### config.mk
export PLATFORM = sky130hd
export DESIGN_NAME = getir1_kuyruklu_flat
export DESIGN_NICKNAME = d
export VERILOG_FILES = /design/src/rtl/getir1_kuyruklu_if.sv /design/src/rtl/getir1_kuyruklu.sv /design/src/flat_wrapper.sv
export SDC_FILE = /design/constraint.sdc
export NUM_CORES = 1
export LEC_CHECK = 0
export BUFFER_PORTS_ARGS = -buffer_cell sky130_fd_sc_hd__clkbuf_2
export CAP_MARGIN = 20
export CORE_MARGIN = 2
export CORE_UTILIZATION = 55
export CTS_BUF_LIST = sky130_fd_sc_hd__clkbuf_8
export CTS_CLUSTER_SIZE = 28
export DETAILED_ROUTE_END_ITERATION = 6
export MAX_ROUTING_LAYER = met4
export PLACE_DENSITY = 0.82
export SLEW_MARGIN = 20
export SYNTH_ARGS = -nofsm -noshare
export SYNTH_HDL_FRONTEND = slang
export SYNTH_SLANG_ARGS = --single-unit
### constraint.sdc
create_clock -name clk_i -period 3.6 [get_ports clk_i]
set_input_delay 0.36 -clock clk_i [delete_from_list [all_inputs] [get_ports clk_i]]
set_output_delay 0.36 -clock clk_i [all_outputs]
set_load 0.05 [all_outputs]
### src/rtl/getir1_kuyruklu_if.sv
// Handshake bundle between fetch stage 1, the L1 instruction cache, Getir2 and the core redirect port.
// The master side is the PC generator; the slave side is everything around it.
interface getir1_kuyruklu_if #(
  parameter int PS_BIT          = 32,
  parameter int ETIKET_BIT      = 2,
  parameter int KUYRUK_DERINLIK = 4
) ();
  localparam int DOL_BIT = $clog2(KUYRUK_DERINLIK + 1);

  logic                  l1b_istek_hazir_i;
  logic                  l1b_istek_gecerli_o;
  logic [PS_BIT-1:0]     l1b_istek_adres_o;
  logic [ETIKET_BIT-1:0] l1b_istek_etiket_o;
  logic                  g2_istek_yapildi_o;
  logic [PS_BIT-1:0]     g2_ps_o;
  logic [ETIKET_BIT-1:0] g2_ps_etiket_o;
  logic                  g2_ps_gecerli_o;
  logic                  g2_ps_hazir_i;
  logic [PS_BIT-1:0]     cek_ps_i;
  logic                  cek_ps_gecerli_i;
  logic                  cek_bosalt_i;
  logic                  cek_duraklat_i;
  logic [DOL_BIT-1:0]    kuyruk_doluluk_o;

  modport master (
    input  l1b_istek_hazir_i, g2_ps_hazir_i, cek_ps_i, cek_ps_gecerli_i,
           cek_bosalt_i, cek_duraklat_i,
    output l1b_istek_gecerli_o, l1b_istek_adres_o, l1b_istek_etiket_o,
           g2_istek_yapildi_o, g2_ps_o, g2_ps_etiket_o, g2_ps_gecerli_o,
           kuyruk_doluluk_o
  );

  modport slave (
    output l1b_istek_hazir_i, g2_ps_hazir_i, cek_ps_i, cek_ps_gecerli_i,
           cek_bosalt_i, cek_duraklat_i,
    input  l1b_istek_gecerli_o, l1b_istek_adres_o, l1b_istek_etiket_o,
           g2_istek_yapildi_o, g2_ps_o, g2_ps_etiket_o, g2_ps_gecerli_o,
           kuyruk_doluluk_o
  );
endinterface

### src/rtl/getir1_kuyruklu.sv
// Fetch stage 1 PC generator: issues aligned L1I requests and records {PC, tag} of every accepted
// request in an in-order queue that Getir2 drains; a flushing redirect bumps the tag.
module getir1_kuyruklu #(
  parameter int                PS_BIT          = 32,
  parameter int                BUYRUK_BAYT     = 4,
  parameter int                KUYRUK_DERINLIK = 4,
  parameter int                ETIKET_BIT      = 2,
  parameter logic [PS_BIT-1:0] BASLANGIC_PS    = PS_BIT'(32'h4000_0000)
) (
  input logic                clk_i,
  input logic                rst_i,
  getir1_kuyruklu_if.master  bus
);
  localparam int                PTR_BIT    = $clog2(KUYRUK_DERINLIK);
  localparam int                DOL_BIT    = $clog2(KUYRUK_DERINLIK + 1);
  localparam logic [PS_BIT-1:0] ADIM       = PS_BIT'(BUYRUK_BAYT);
  localparam logic [PS_BIT-1:0] HIZA_MASKE = ~PS_BIT'(BUYRUK_BAYT - 1);
  localparam logic [DOL_BIT-1:0] DOLU      = DOL_BIT'(KUYRUK_DERINLIK);

  logic [PS_BIT-1:0]     ps_q, ps_d;
  logic [ETIKET_BIT-1:0] etiket_q, etiket_d;
  logic [PTR_BIT-1:0]    rd_ptr_q, rd_ptr_d;
  logic [PTR_BIT-1:0]    wr_ptr_q, wr_ptr_d;
  logic [DOL_BIT-1:0]    count_q, count_d;
  logic [PS_BIT-1:0]     ps_mem_q  [KUYRUK_DERINLIK];
  logic [PS_BIT-1:0]     ps_mem_d  [KUYRUK_DERINLIK];
  logic [ETIKET_BIT-1:0] etk_mem_q [KUYRUK_DERINLIK];
  logic [ETIKET_BIT-1:0] etk_mem_d [KUYRUK_DERINLIK];

  logic                  yonlen;
  logic                  bosalt;
  logic [PS_BIT-1:0]     ps_cmb;
  logic [PS_BIT-1:0]     adres_cmb;
  logic [ETIKET_BIT-1:0] etk_cmb;
  logic                  yer_var;
  logic                  istek_gecerli;
  logic                  push;
  logic                  pop;
  logic                  bos_degil;

  // Room is judged on the registered count only, so L1I readiness never feeds back into valid.
  always_comb begin
    yonlen        = bus.cek_ps_gecerli_i;
    bosalt        = bus.cek_ps_gecerli_i & bus.cek_bosalt_i;
    ps_cmb        = yonlen ? bus.cek_ps_i : ps_q;
    adres_cmb     = ps_cmb & HIZA_MASKE;
    etk_cmb       = bosalt ? etiket_q + ETIKET_BIT'(1) : etiket_q;
    yer_var       = bosalt | (count_q < DOLU);
    istek_gecerli = ~rst_i & yer_var & (yonlen | ~bus.cek_duraklat_i);
    push          = bus.l1b_istek_hazir_i & istek_gecerli;
    bos_degil     = ~rst_i & (count_q != '0);
    pop           = bus.g2_ps_hazir_i & bos_degil & ~bosalt;
  end

  always_comb begin
    ps_d      = ps_q;
    etiket_d  = etk_cmb;
    rd_ptr_d  = rd_ptr_q;
    wr_ptr_d  = wr_ptr_q;
    ps_mem_d  = ps_mem_q;
    etk_mem_d = etk_mem_q;

    if (push) begin
      ps_d                = adres_cmb + ADIM;
      ps_mem_d[wr_ptr_q]  = ps_cmb;
      etk_mem_d[wr_ptr_q] = etk_cmb;
      wr_ptr_d            = wr_ptr_q + PTR_BIT'(1);
    end else if (yonlen) begin
      ps_d = bus.cek_ps_i;
    end

    // A flush empties the queue by snapping the read pointer onto the old tail.
    if (bosalt) begin
      rd_ptr_d = wr_ptr_q;
    end else if (pop) begin
      rd_ptr_d = rd_ptr_q + PTR_BIT'(1);
    end

    count_d = (bosalt ? '0 : count_q - DOL_BIT'(pop)) + DOL_BIT'(push);
  end

  always_ff @(posedge clk_i) begin
    if (rst_i) begin
      ps_q     <= BASLANGIC_PS;
      etiket_q <= '0;
      rd_ptr_q <= '0;
      wr_ptr_q <= '0;
      count_q  <= '0;
    end else begin
      ps_q     <= ps_d;
      etiket_q <= etiket_d;
      rd_ptr_q <= rd_ptr_d;
      wr_ptr_q <= wr_ptr_d;
      count_q  <= count_d;
    end
  end

  // Entry storage needs no reset: it is only visible while the count says it is valid.
  always_ff @(posedge clk_i) begin
    ps_mem_q  <= ps_mem_d;
    etk_mem_q <= etk_mem_d;
  end

  assign bus.l1b_istek_gecerli_o = istek_gecerli;
  assign bus.l1b_istek_adres_o   = adres_cmb;
  assign bus.l1b_istek_etiket_o  = etk_cmb;
  assign bus.g2_istek_yapildi_o  = push;
  assign bus.g2_ps_gecerli_o     = bos_degil;
  assign bus.g2_ps_o             = ps_mem_q[rd_ptr_q];
  assign bus.g2_ps_etiket_o      = etk_mem_q[rd_ptr_q];
  assign bus.kuyruk_doluluk_o    = rst_i ? '0 : count_q;

  a_doluluk_sinir: assert property (@(posedge clk_i) disable iff (rst_i) count_q <= DOLU);
  a_dolu_itme: assert property (@(posedge clk_i) disable iff (rst_i)
                                 (push && !bosalt) |-> (count_q != DOLU));
endmodule

### src/flat_wrapper.sv
// flat-port wrapper written by rule: the top's interface ports become plain ports
module getir1_kuyruklu_flat 
#(
  parameter int                PS_BIT          = 32,
  parameter int                BUYRUK_BAYT     = 4,
  parameter int                KUYRUK_DERINLIK = 4,
  parameter int                ETIKET_BIT      = 2,
  parameter logic [PS_BIT-1:0] BASLANGIC_PS    = PS_BIT'(32'h4000_0000)
)
  (clk_i, rst_i, bus_l1b_istek_hazir_i, bus_g2_ps_hazir_i, bus_cek_ps_i, bus_cek_ps_gecerli_i, bus_cek_bosalt_i, bus_cek_duraklat_i, bus_l1b_istek_gecerli_o, bus_l1b_istek_adres_o, bus_l1b_istek_etiket_o, bus_g2_istek_yapildi_o, bus_g2_ps_o, bus_g2_ps_etiket_o, bus_g2_ps_gecerli_o, bus_kuyruk_doluluk_o);
  getir1_kuyruklu_if #(.PS_BIT(PS_BIT), .ETIKET_BIT(ETIKET_BIT), .KUYRUK_DERINLIK(KUYRUK_DERINLIK)) bus_i ();
  input logic clk_i;
  input logic rst_i;
  input wire logic [$bits(bus_i.l1b_istek_hazir_i)-1:0] bus_l1b_istek_hazir_i;
  input wire logic [$bits(bus_i.g2_ps_hazir_i)-1:0] bus_g2_ps_hazir_i;
  input wire logic [$bits(bus_i.cek_ps_i)-1:0] bus_cek_ps_i;
  input wire logic [$bits(bus_i.cek_ps_gecerli_i)-1:0] bus_cek_ps_gecerli_i;
  input wire logic [$bits(bus_i.cek_bosalt_i)-1:0] bus_cek_bosalt_i;
  input wire logic [$bits(bus_i.cek_duraklat_i)-1:0] bus_cek_duraklat_i;
  output wire logic [$bits(bus_i.l1b_istek_gecerli_o)-1:0] bus_l1b_istek_gecerli_o;
  output wire logic [$bits(bus_i.l1b_istek_adres_o)-1:0] bus_l1b_istek_adres_o;
  output wire logic [$bits(bus_i.l1b_istek_etiket_o)-1:0] bus_l1b_istek_etiket_o;
  output wire logic [$bits(bus_i.g2_istek_yapildi_o)-1:0] bus_g2_istek_yapildi_o;
  output wire logic [$bits(bus_i.g2_ps_o)-1:0] bus_g2_ps_o;
  output wire logic [$bits(bus_i.g2_ps_etiket_o)-1:0] bus_g2_ps_etiket_o;
  output wire logic [$bits(bus_i.g2_ps_gecerli_o)-1:0] bus_g2_ps_gecerli_o;
  output wire logic [$bits(bus_i.kuyruk_doluluk_o)-1:0] bus_kuyruk_doluluk_o;
  assign bus_i.l1b_istek_hazir_i = bus_l1b_istek_hazir_i;
  assign bus_i.g2_ps_hazir_i = bus_g2_ps_hazir_i;
  assign bus_i.cek_ps_i = bus_cek_ps_i;
  assign bus_i.cek_ps_gecerli_i = bus_cek_ps_gecerli_i;
  assign bus_i.cek_bosalt_i = bus_cek_bosalt_i;
  assign bus_i.cek_duraklat_i = bus_cek_duraklat_i;
  assign bus_l1b_istek_gecerli_o = bus_i.l1b_istek_gecerli_o;
  assign bus_l1b_istek_adres_o = bus_i.l1b_istek_adres_o;
  assign bus_l1b_istek_etiket_o = bus_i.l1b_istek_etiket_o;
  assign bus_g2_istek_yapildi_o = bus_i.g2_istek_yapildi_o;
  assign bus_g2_ps_o = bus_i.g2_ps_o;
  assign bus_g2_ps_etiket_o = bus_i.g2_ps_etiket_o;
  assign bus_g2_ps_gecerli_o = bus_i.g2_ps_gecerli_o;
  assign bus_kuyruk_doluluk_o = bus_i.kuyruk_doluluk_o;
  getir1_kuyruklu #(.PS_BIT(PS_BIT), .BUYRUK_BAYT(BUYRUK_BAYT), .KUYRUK_DERINLIK(KUYRUK_DERINLIK), .ETIKET_BIT(ETIKET_BIT), .BASLANGIC_PS(BASLANGIC_PS)) u_core (.clk_i(clk_i), .rst_i(rst_i), .bus(bus_i));
endmodule
# After elaboration in Yosys (flattened, before gate mapping)

Index checks and enable logic that the tools add are counted.

Register bits after elaboration: 177
Bits in latches: 0
Bits in writable memories: 0
Memory bits (read-only): 0
Bits of input ports: 39
Output and inout port bits: 74
Logic and storage cells: 59
Memories: 0

$add $sub $neg: 6
Multipliers: 0
Divide/modulo/power cells: 0
$lt $le $gt $ge: 4
Equality and inequality tests: 0
Shifts and indexed selects: 0
Mux-type cells: 19
Bitwise gates (word level): 14
Reductions and logical operators: 3

Operators with widths:

| operator                                                  | number |
|---|---|
| two-way mux 32 bit                                        | 5 |
| bitwise mux 128 bit                                       | 1 |
| binary-select mux 32 bit (select 2 bit)                   | 1 |
| demux 32 bit (select 2 bit)                               | 1 |
| adder 32 x 3 -> 32 bit (second input constant)            | 1 |
| two-way mux 2 bit                                         | 6 |
| bitwise mux 8 bit                                         | 1 |
| AND 1 bit                                                 | 7 |
| adder 2 x 1 -> 2 bit (second input constant)              | 3 |
| greater-or-equal comparator 3 bit (second input constant) | 2 |
| two-way mux 3 bit                                         | 2 |
| inverter 2 -> 3 bit                                       | 2 |
| binary-select mux 2 bit (select 2 bit)                    | 1 |
| demux 2 bit (select 2 bit)                                | 1 |
| adder 3 x 1 -> 3 bit                                      | 1 |
| < comparator 3 x 1 -> 1 bit (second input constant)       | 1 |
| < comparator 3 bit (second input constant)                | 1 |
| inverter 1 bit                                            | 3 |
| nonzero test 3 bit                                        | 1 |
| subtractor 3 x 1 -> 3 bit                                 | 1 |
| OR 1 bit                                                  | 2 |
| nonzero test 2 bit                                        | 1 |
| logical AND 1 bit                                         | 1 |

# Logic depth before layout (Yosys ltp)

Word-level depth: 7
Mapped depth: 12
Mapped depth without buffers: 10

# Worst setup path before layout

OpenSTA, ideal clock, no wires.

Path kind: in2reg
Start point: in rst_i
End point: reg u_core.count_q[2]
Setup time: 0.070 ns
Arrival time: 3.059 ns
Required time: 3.530 ns
Setup slack: 0.471 ns
Cell stages on the path: 11
Path buffers: 1
Path through: clkbuf_1 > nor2b_1 > or3_1 > nand2_1 > nor2_1 > ha_1 > nor2_1 > ha_1 > ha_1 > or3_1 > a21oi_1

Cells in the longest elaborated chain, start to end: 7
Elaborated cells between the ends (all ways): 10
Classes of those cells: add/sub: 2; mux: 1; bitwise: 7

RTL lines:

| element                       | line                  | RTL |
|---|---|---|
| start: declaration            | flat_wrapper.sv:13    | `input logic rst_i;` |
| inverter 1 bit                | getir1_kuyruklu.sv:51 | `bos_degil = ~rst_i & (count_q != '0);` |
| AND 1 bit                     | getir1_kuyruklu.sv:51 |  |
| named net bus_g2_ps_gecerli_o | flat_wrapper.sv:26    | `output wire logic [$bits(bus_i.g2_ps_gecerli_o)-1:0] bus_g2_ps_gecerli_o;` |
| AND 1 bit (2 in series)       | getir1_kuyruklu.sv:52 | `pop = bus.g2_ps_hazir_i & bos_degil & ~bosalt;` |
| subtractor 3 x 1 -> 3 bit     | getir1_kuyruklu.sv:79 | `count_d = (bosalt ? '0 : count_q - DOL_BIT'(pop)) + DOL_BIT'(push);` |
| two-way mux 3 bit             | getir1_kuyruklu.sv:79 |  |
| adder 3 x 1 -> 3 bit          | getir1_kuyruklu.sv:79 |  |
| end signal: assignment        | getir1_kuyruklu.sv:94 | `count_q <= count_d;` |
| end: declaration              | getir1_kuyruklu.sv:24 | `logic [DOL_BIT-1:0] count_q, count_d;` |

The timed path passes the listed nets, and every way through them passes these cells.
A chain may end at the register's enable or synchronous reset.

# Worst setup path after layout

Start point: reg u_core.rd_ptr_q[0]
End point: out bus_g2_ps_o[3]

Cells in the longest elaborated chain, start to end: 4

RTL lines:

| element                                                | line                   | RTL |
|---|---|---|
| start: declaration                                     | getir1_kuyruklu.sv:22  | `logic [PTR_BIT-1:0] rd_ptr_q, rd_ptr_d;` |
| start signal: assignment                               | getir1_kuyruklu.sv:92  | `rd_ptr_q <= rd_ptr_d;` |
| inverter 2 -> 3 bit (not written as such)              | getir1_kuyruklu.sv:109 | `assign bus.g2_ps_o = ps_mem_q[rd_ptr_q];` |
| binary-select mux 32 bit (select 2 bit)                | getir1_kuyruklu.sv:109 |  |
| two-way mux 32 bit (not written as such) (2 in series) | getir1_kuyruklu.sv:109 |  |
| end: declaration                                       | flat_wrapper.sv:24     | `output wire logic [$bits(bus_i.g2_ps_o)-1:0] bus_g2_ps_o;` |

No other way between the ends. The select of a mux whose other input is x is not followed.

==> impl_metrics.ini <==
[route]
wirelength_um = 16500
num_vias = 4860
route.detailed.drc = 0
antenna_left = 0
wl_per_cell_um = 20.29
dr.pass1.iters = 5
first_iter_violations = 447
vias_per_cell = 5.978

[final_layout]
instances_no_fill = 813
drive_gt1_frac = 0.3539
nets = 668
syn_to_final_growth_pct = 10.98
n_antenna_cell = 0
utilization = 0.6269

[yosys]
ys_seq_area_frac = 0.6231
synth_ff_type = edfxtp_1
yosys-top-cells-area = edfxtp_1, dfxtp_1, mux4_2
synth-seq-cells = 177
synthTopCellsByCount = edfxtp_1, dfxtp_1, nand2_1, mux4_2, buf_4
ys_types = 57
synth-async-reset-ratio = 0
synth_most_common_cell = edfxtp_1
yosysTopAreaCell = edfxtp_1
synth_area_per_cell_sq_um = 14.77
synthCells = 533
synth_edf_count = 136
yosysTopAreaCellShare = 0.5188
synth_area_sq_um = 7871
yosys_warnings = 0

[sta]
slew_headroom = 0.5238
setup_viol = 0
final.setup.tns_ns = 0
min_period_ns = 2.666
period_share = 0.7405
grt_setup_unrepaired = false
slew_viol_final = 0
clock.fmax_ghz = 0.3751
finalHoldViolCount = 0
fin_worst_skew_ns = 0.01326
worst_pin_slew_ns = 0.7143

[place]
dp_cells = 781
port_buffers = 110
gp_congestion = 0.8762
dp_hpwl_um = 11400

[setup_path]
cp.arrival_ns = 2.31
cp_top_family = flip-flops
worstPathBufferInverterCount = 2
cp_num_cells = 3
path_max_fanout = 20
rr_worst_depth = 7
worst_setup_path_end_kind = primary output
crit_chain = buf_12 > mux4_2 > clkbuf_2
cp-start-kind = flip-flop
slowest_stage = dfxtp_2
r2r_setup_slack_ns = 1.12
crit_type = flip-flop to primary output
max_stage_delay_ns = 0.75
required_ns = 3.24

[pwr]
switchingPower_uw = 1277
power.density_nw_per_um2 = 485.7
total_power_uw = 4243
seqPwrFrac = 0.547
p_leak_uw = 0.003215
switching_share = 0.3010
p_clk_frac = 0.275
power.share.combinational = 0.179
internal-power_uw = 2966
vdd_drop_max_mv = 0.2602

[grt]
grt_usage = 0.2350
grt_pass1_wl_um = 25470
antenna_found_initial = 0
gr-total-overflow = 0
grt_pass1_vias = 4947
grt_start_max_net_pins = 35

[die]
rows = 43
die_w_um = 123.6
dieArea_sq_um = 15280
start_util = 0.5649
core_area_sq_um = 13930
die_h_um = 123.6
io_pins = 113

[hold_path]
whs_path_depth = 4
min_path_type = primary input to flip-flop

[clock_tree]
clkTransAtPathRegs_ns = 0.09
cts_setup_buffers = 0
clock_sinks = 177
numCtsBuffers = 17
postCtsHoldBufs = 0
cts_tree = yes
insertion_delay_ns = 0.46
cts_max_level = 4
cts.path.max_buffers = 2
cts_root_buffer = clkbuf_8
ctsResizeCount = 0

[run_status]
outcome = finished clean

[flow_run]
drv_cap = 0
==> routing by layer <==
metal  vias to the layer above  wire length, um  track usage
met1                      2400             6742       0.2944
met4                         0              483       0.1094
met2                       212             8263       0.3712
li1                       2207                -            -
met5                         -                0            -
met3                        41             1007      0.04853
==> final timing paths <==
check / startpoint / end
setup / recovery: u_core.rd_ptr_q[0] / bus_g2_ps_o[3]
hold / removal: bus_cek_ps_i[28] / u_core.ps_q[28]
setup reg to reg: u_core.ps_q[2] / u_core.ps_q[16]
hold reg to reg: u_core.wr_ptr_q[1] / u_core.wr_ptr_q[1]
==> registers in the layout, indices dropped and copies added, names as in the netlist <==
register          cells
u_core.etk_mem_q      8
u_core.wr_ptr_q       2
u_core.ps_q          32
u_core.etiket_q       2
u_core.ps_mem_q     128
u_core.rd_ptr_q       2
u_core.count_q        3
==> power by group through the flow <==
stage	clock (uW)	combinational (uW)	sequential [uW]
floorplan	0	629	2350
global placement	0	745	2360
detailed placement	0	758	2370
CTS	1190	761	2320
global route	1260	802	2330
finish	1170	758	2320
==> worst reg2reg max path, stage by stage, from the launching register on <==
cell	delay, ns
dfxtp_1	0.38
mux2_2	0.30
ha_1	0.21
inv_1	0.08
a221oi_2	0.35
nand4_1	0.43
or3_1	0.48
a21oi_1	0.17
==> placed cells by master, fill, tap and decap left out, types with 9 or more instances in the layout <==
cell and count:
a21oi_1 17, and3_1 9, buf_4 10, clkbuf_2 110
clkbuf_8 17, dfxtp_1 40, edfxtp_1 136, ha_1 9
inv_1 10, mux2_2 27, mux4_2 34, nand2_1 37
nand3_1 19, nand4_1 14, nor2_1 15, o21ai_0 10
==> layout make-up <==
| class | instances | area [sq um] |
|---|---|---|
| Timing Repair Buffer | 122 | 665.6 |
| Multi-Input combinational cell | 293 | 2576 |
| Clock inverter | 15 | 95.09 |
| Inverter | 9 | 33.78 |
| Sequential cell | 177 | 4906 |
| Fill cell | 1030 | 5199 |
| Clock buffer | 17 | 234.0 |
| Tap cell | 180 | 225.2 |
==> through the flow <==
step | instance area, sq um | worst slack [ns] | hold slack [ns]
after floorplan | 7875 | 0.4710 | 0.4815
after global placement | 8407 | 0.8463 | 0.5032
after detailed placement | 8407 | 0.7243 | 0.5305
after CTS | 8736 | 0.8625 | 0.2373
after global routing | 8736 | 0.7580 | 0.2673
final | 8736 | 0.9341 | 0.2624
==> cell families (layout without fill, tap and decap cells) <==
group / Yosys count / in the layout / share of synthesized area
and+or+nand+nor: 149 / 149 / 0.1081
DFF: 177 / 177 / 0.6231
adders and majority gates: 9 / 9 / 0.01431
xor gates and xnor gates: 12 / 12 / 0.01335
buffers and inverters: 64 / 163 / 0.05007
AOI/OAI and AO/OA: 56 / 56 / 0.04960
muxes: 65 / 65 / 0.1410
other: 1 / 2 / 0.0004764
(Power assumes the default switching activity.)
